**config.mk**
```make
export PLATFORM = sky130hd
export DESIGN_NAME = lsu_mem_ctrl
export DESIGN_NICKNAME = d
export VERILOG_FILES = /design/src/rtl/lsu_pkg.sv /design/src/rtl/lsu_load_extend.sv /design/src/rtl/lsu_mem_ctrl.sv
export SDC_FILE = /design/constraint.sdc
export NUM_CORES = 1
export LEC_CHECK = 0
export ABC_AREA = 1
export CAP_MARGIN = 20
export CORE_ASPECT_RATIO = 0.7
export CORE_MARGIN = 2
export CORE_UTILIZATION = 55
export CTS_BUF_LIST = sky130_fd_sc_hd__clkbuf_16
export DETAILED_ROUTE_END_ITERATION = 16
export PLACE_DENSITY = 0.85
export SLEW_MARGIN = 0
export SYNTH_ARGS = -nofsm -noshare
export SYNTH_HDL_FRONTEND = slang
export SYNTH_SLANG_ARGS = --single-unit
```
**constraint.sdc**
```tcl
create_clock -name clk -period 8.2 [get_ports clk]
set_input_delay 2.05 -clock clk [delete_from_list [all_inputs] [get_ports clk]]
set_output_delay 2.05 -clock clk [all_outputs]
set_load 0.01 [all_outputs]
```
**src/rtl/lsu_pkg.sv**
```systemverilog
// rtl/lsu_pkg.sv - load/store codes, FSM state type and decode helpers for lsu_mem_ctrl
package lsu_pkg;
    localparam logic [2:0] LD_B  = 3'b000;
    localparam logic [2:0] LD_H  = 3'b001;
    localparam logic [2:0] LD_W  = 3'b010;
    localparam logic [2:0] LD_BU = 3'b011;
    localparam logic [2:0] LD_HU = 3'b100;

    localparam logic [1:0] ST_B = 2'b00;
    localparam logic [1:0] ST_H = 2'b01;
    localparam logic [1:0] ST_W = 2'b10;

    // Size codes deliberately share the store_type encoding.
    localparam logic [1:0] SZ_1 = 2'b00;
    localparam logic [1:0] SZ_2 = 2'b01;
    localparam logic [1:0] SZ_4 = 2'b10;

    typedef enum logic [1:0] {S_IDLE, S_ACC1, S_ACC2, S_DONE} state_t;

    function automatic logic [3:0] sizemask(input logic [1:0] sz);
        logic [3:0] m;
        case (sz)
            SZ_1:    m = 4'h1;
            SZ_2:    m = 4'h3;
            default: m = 4'hF;
        endcase
        return m;
    endfunction

    function automatic logic [1:0] load_size(input logic [2:0] lt);
        logic [1:0] sz;
        case (lt)
            LD_B, LD_BU: sz = SZ_1;
            LD_H, LD_HU: sz = SZ_2;
            default:     sz = SZ_4;
        endcase
        return sz;
    endfunction

    function automatic logic is_legal(input logic rd, input logic wr,
                                      input logic [2:0] lt, input logic [1:0] st);
        logic ok;
        ok = 1'b0;
        if (rd && !wr)
            ok = (lt <= LD_HU);
        else if (wr && !rd)
            ok = (st != 2'b11);
        return ok;
    endfunction
endpackage

```
**src/rtl/lsu_load_extend.sv**
```systemverilog
// rtl/lsu_load_extend.sv - truncates a merged load word to its size and sign/zero-extends it
module lsu_load_extend
    import lsu_pkg::*;
(
    input  logic [31:0] word,
    input  logic [1:0]  size,
    input  logic        is_signed,
    output logic [31:0] result
);
    always_comb begin
        case (size)
            SZ_1:    result = {{24{is_signed & word[7]}}, word[7:0]};
            SZ_2:    result = {{16{is_signed & word[15]}}, word[15:0]};
            default: result = word;
        endcase
    end
endmodule

```
**src/rtl/lsu_mem_ctrl.sv**
```systemverilog
// rtl/lsu_mem_ctrl.sv - load/store unit: splits misaligned accesses into word beats and stalls the pipe
module lsu_mem_ctrl
    import lsu_pkg::*;
#(
    parameter int ADDR_W = 32
) (
    input  logic              clk,
    input  logic              reset,
    input  logic              req_valid,
    input  logic              mem_read,
    input  logic              mem_write,
    input  logic [2:0]        load_type,
    input  logic [1:0]        store_type,
    input  logic [ADDR_W-1:0] addr,
    input  logic [31:0]       wdata,
    output logic              stall,
    output logic              done,
    output logic              err,
    output logic [31:0]       rdata,
    output logic              bus_valid,
    input  logic              bus_ready,
    output logic              bus_we,
    output logic [ADDR_W-1:0] bus_addr,
    output logic [3:0]        bus_be,
    output logic [31:0]       bus_wdata,
    input  logic [31:0]       bus_rdata
);
    state_t state, state_nx;
    logic accept, reject, split;
    logic is_load_q, signed_q;
    logic [1:0] size_q, off_q;
    logic [ADDR_W-1:0] base_q;
    logic [31:0] wdata_q, lo_q, hi_w, lo_w, wdata_rot, merged, load_result;
    logic [7:0] mask8;

    assign mask8 = {4'b0000, sizemask(size_q)} << off_q;
    assign split = |mask8[7:4];
    assign done  = (state == S_DONE);
    assign stall = req_valid & (mem_read | mem_write) & ~done & ~err;

    always_comb begin
        case (addr[1:0])
            2'd0:    wdata_rot = wdata;
            2'd1:    wdata_rot = {wdata[23:0], wdata[31:24]};
            2'd2:    wdata_rot = {wdata[15:0], wdata[31:16]};
            default: wdata_rot = {wdata[7:0],  wdata[31:8]};
        endcase
    end

    // A single-beat load merges its word with itself; only the low bytes survive truncation.
    assign lo_w = (state == S_ACC2) ? lo_q : bus_rdata;
    assign hi_w = bus_rdata;

    always_comb begin
        case (off_q)
            2'd0:    merged = lo_w;
            2'd1:    merged = {hi_w[7:0],  lo_w[31:8]};
            2'd2:    merged = {hi_w[15:0], lo_w[31:16]};
            default: merged = {hi_w[23:0], lo_w[31:24]};
        endcase
    end

    lsu_load_extend u_extend (
        .word      (merged),
        .size      (size_q),
        .is_signed (signed_q),
        .result    (load_result)
    );

    // err blocks acceptance for a cycle so a rejected request is not re-evaluated.
    always_comb begin
        state_nx = state;
        accept   = 1'b0;
        reject   = 1'b0;
        case (state)
            S_IDLE: begin
                if (req_valid && !err && (mem_read || mem_write)) begin
                    if (is_legal(mem_read, mem_write, load_type, store_type)) begin
                        accept   = 1'b1;
                        state_nx = S_ACC1;
                    end else begin
                        reject = 1'b1;
                    end
                end
            end
            S_ACC1:  if (bus_valid && bus_ready) state_nx = split ? S_ACC2 : S_DONE;
            S_ACC2:  if (bus_valid && bus_ready) state_nx = S_DONE;
            default: state_nx = S_IDLE;
        endcase
    end

    always_ff @(posedge clk or posedge reset) begin
        if (reset) state <= S_IDLE;
        else       state <= state_nx;
    end

    always_ff @(posedge clk or posedge reset) begin
        if (reset) begin
            bus_valid <= 1'b0;
            err       <= 1'b0;
            rdata     <= 32'b0;
            is_load_q <= 1'b0;
            signed_q  <= 1'b0;
            size_q    <= SZ_1;
            off_q     <= 2'b00;
            base_q    <= '0;
            wdata_q   <= 32'b0;
            lo_q      <= 32'b0;
        end else begin
            bus_valid <= (state_nx == S_ACC1) || (state_nx == S_ACC2);
            err       <= reject;
            if (accept) begin
                is_load_q <= mem_read;
                signed_q  <= (load_type == LD_B) || (load_type == LD_H);
                size_q    <= mem_read ? load_size(load_type) : store_type;
                off_q     <= addr[1:0];
                base_q    <= {addr[ADDR_W-1:2], 2'b00};
                wdata_q   <= wdata_rot;
            end
            if (state == S_ACC1 && bus_valid && bus_ready)
                lo_q <= bus_rdata;
            if (is_load_q && state_nx == S_DONE)
                rdata <= load_result;
        end
    end

    always_comb begin
        bus_addr  = '0;
        bus_be    = 4'b0000;
        bus_wdata = 32'b0;
        bus_we    = 1'b0;
        if (bus_valid) begin
            bus_we    = ~is_load_q;
            bus_wdata = wdata_q;
            if (state == S_ACC2) begin
                bus_addr = base_q + ADDR_W'(4);
                bus_be   = mask8[7:4];
            end else begin
                bus_addr = base_q;
                bus_be   = mask8[3:0];
            end
        end
    end
endmodule

```
==> metrics.csv <==
stage;metric;value;unit
critical_path;crit_arrival;3770;ps
timing;worst_slew_pin_slew;1043;ps
power_and_ir_drop;p_leak;5.682;nW
global_route;antenna_found_initial;1;
timing;finalCriticalPeriod;5816;ps
worst_hold_path;holdCritPathClass;register to register;
timing;hold_slack;479.6;ps
routing;wl;29700;um
clock_tree;cts_setup_buffers;0;
routing;via_per_inst;5.751;
worst_hold_path;hold_end;lo_q[16];
power_and_ir_drop;vdd_drop_max;215.9;uV
critical_path;critPathMaxFanout;7;
synthesis;synth-seq-area-share;38.14;%
layout;areaGrowthSynthToFinish;29.54;%
die;die_area;17280;um^2
die;start_util;56.87;%
routing;wl_per_cell;17.30;um
synthesis;synth.avg_cell_area;6.669;um^2
clock_tree;numCtsBuffers;17;
die;die_x;156.2;um
worst_hold_path;hold_depth;2;
routing;drc;0;
clock_tree;cts_tree;done;
critical_path;worstRegToRegCells;12;
clock_tree;clock-sinks;136;
placement;place_congestion;0.9881;
critical_path;slowest_delay;600;ps
routing;drt_iter0_drc;1337;
outcome;status;complete, no violations;
routing;drt-pass1-iter-count;8;
clock_tree;holdBufCountCts;0;
placement;dpl_worst_slack;2382;ps
layout;stdcell_area;11560;um^2
synthesis;synth-seq-cells;136;
timing;rsz0062_at_grt;false;
global_route;grt_pass1_vias;8941;
critical_path;cp_cell_sequence;clkdlybuf4s50_1, nor2_1, or3b_4, nor2_1, clkdlybuf4s50_1;
critical_path;required;6150;ps
synthesis;yosys.area.top_type;dfrtp_1;
layout;drive_above_1_share;6.065;%
clock_tree;root_buffer;clkbuf_16;
clock_tree;cts_max_path_buffers;2;
placement;placed_cell_area;10960;um^2
synthesis;synth_warnings;0;
critical_path;critPathSlowestCell;clkdlybuf4s50_1;
global_route;grtUsageTotal;33.96;%
die;rows;38;
timing;hold_viol;0;
clock_tree;clkLatencyLatePin;430;ps
critical_path;endpoint_kind;primary output;
die;coreArea;15690;um^2
synthesis;synth_cells;1338;
timing;maxSlewViolCount;0;
synthesis;synth_cell_type_count;37;
layout;post-route-util;73.68;%
layout;nets;1613;
critical_path;rr_startpoint;off_q[0];
power_and_ir_drop;p_per_area;343.6;nW/um^2
timing;fin_ws;2384;ps
layout;instances_no_fill;1717;
critical_path;startpoint_type;input pin;
clock_tree;cts-resized-gates;0;
power_and_ir_drop;report.power.total;3.972;mW
placement;dp_hpwl;20280;um
global_route;grt_first_pass_wirelength;46550;um
worst_hold_path;hp-start;lo_q[16];
synthesis;syn-cell-area;8924;um^2
placement;dpl.cell_count;1684;
global_route;overflow;0;
synthesis;yosysTopAreaCellShare;38.14;%
routing;via_count;9875;
timing;setup_tns;0;ps
critical_path;ff2ff_setup_slack;3910;ps
timing;fin_crit_sh;70.93;%
timing;setup_violations;0;
timing;finClkSkew;13.97;ps
routing;ant_nets;0;
placement;portBuffers;209;
timing;max_freq;171.9;MHz
critical_path;crit_type;input pin to primary output;
clock_tree;cts.htree.levels;4;
critical_path;crit_family;buffers and inverters;
die;die_y;110.6;um
die;io_pins;212;
global_route;grt_max_degree;75;
critical_path;critPathBufInv;2;
layout;diodes;0;
critical_path;worstReg2RegEnd;rdata[23];
clock_tree;cts.clk_slew.worst_paths;70;ps
synthesis;ys_top_cells_by_area;dfrtp_1, nand2_1, inv_1;
timing;max_slew_margin;30.37;%
flow_run;max_cap_violations;0;
## final cells by class
class                      count  area, um^2
clock buffer                  17       425.4
timing repair buffer         217        2160
fill                        1271        4130
tap                          200       250.2
inverter                     169       639.4
sequential                   136        3403
multi-input combinational    963        4518
clock inverter                15       163.9
## worst max path at each step
stage	startpoint	to	slack, ps	cells after the start
after floorplan	reset	base_q[10]	2510	1
after global placement	mem_read	stall	2390	5
after detailed placement	mem_read	stall	2380	5
after CTS	mem_read	stall	2380	5
after global routing	mem_read	stall	2280	5
final	mem_read	stall	2380	5
## worst reg2reg max path: cells and delay by family, from the launching register on
kind | cells | cell delay [ps]
and+or+nand+nor | 5 | 1480
AOI/OAI and AO/OA | 2 | 250
buffers and inverters | 4 | 1700
adders and majority gates | 1 | 190
DFF | 1 | 620
## synth_stat cells, drive strengths merged
cell type and n:
nand2 437, inv 167, o21ai 144, dfrtp 136
nand3 111, nor2 82, a21oi 80, clkbuf 37
buf 34, a221oi 23, or2 16, nor3 11
nand4 10, a31oi 9, o211ai 9, a41oi 5
nand3b 5, o22ai 5, xor2 5, clkinv 2
ha 2, o21a 2, a211oi 1, conb 1
o2111a 1, o2111ai 1, o31ai 1, or3b 1
## where the power goes
part / total, mW / internal, mW / switching [mW]
Combinational: 1.96 / 0.807 / 1.15
Sequential: 1.22 / 0.977 / 0.244
Clock: 0.792 / 0.454 / 0.337
## kinds of logic (layout without fill, tap and decap cells)
logic type,Yosys count,after routing,share of synthesized area (%)
simple gates,673,673,31.49
fa+ha+maj,2,2,0.2804
xor+xnor,5,5,0.4907
flops,136,136,38.14
other cells,1,2,0.04202
compound gates,281,281,18.20
buf+inv,240,418,11.36
## cell usage in the layout (no fill, tap or decap), types with 3 or more instances in the layout
cell type          n
nand2_1          432
clkdlybuf4s50_1  209
inv_1            161
dfrtp_1          136
nand3_1          110
o21ai_0          103
a21oi_1           80
nor2_1            72
o21ai_1           27
a221oi_1          23
clkbuf_16         17
or2_2             16
o21ai_2           14
nor3_1            11
nor2_2            10
nand4_1           10
o211ai_1           9
a31oi_1            9
inv_6              8
buf_4              7
xor2_1             5
o22ai_1            5
inv_2              5
nand3b_1           5
a41oi_1            5
nand2_2            4
clkinv_1           3
clkinv_4           3
## sequential cells by signal, summed over array words and instances (netlist names)
register	count
lo_q	32
rdata	32
wdata_q	32
base_q	30
off_q	2
size_q	2
state	2
bus_valid	1
err	1
is_load_q	1
signed_q	1
## per-layer routing
metal	global-route usage, %	vias up	share of wire, %	wire length (um)
met5	0	-	0.044	13
met4	7.768	2	1.8	525
met3	12.48	58	14	4229
met2	47.43	628	42	12410
met1	49.90	4514	42	12520
li1	-	4673	-	-
Note: power is estimated with default switching activity, not from simulation.
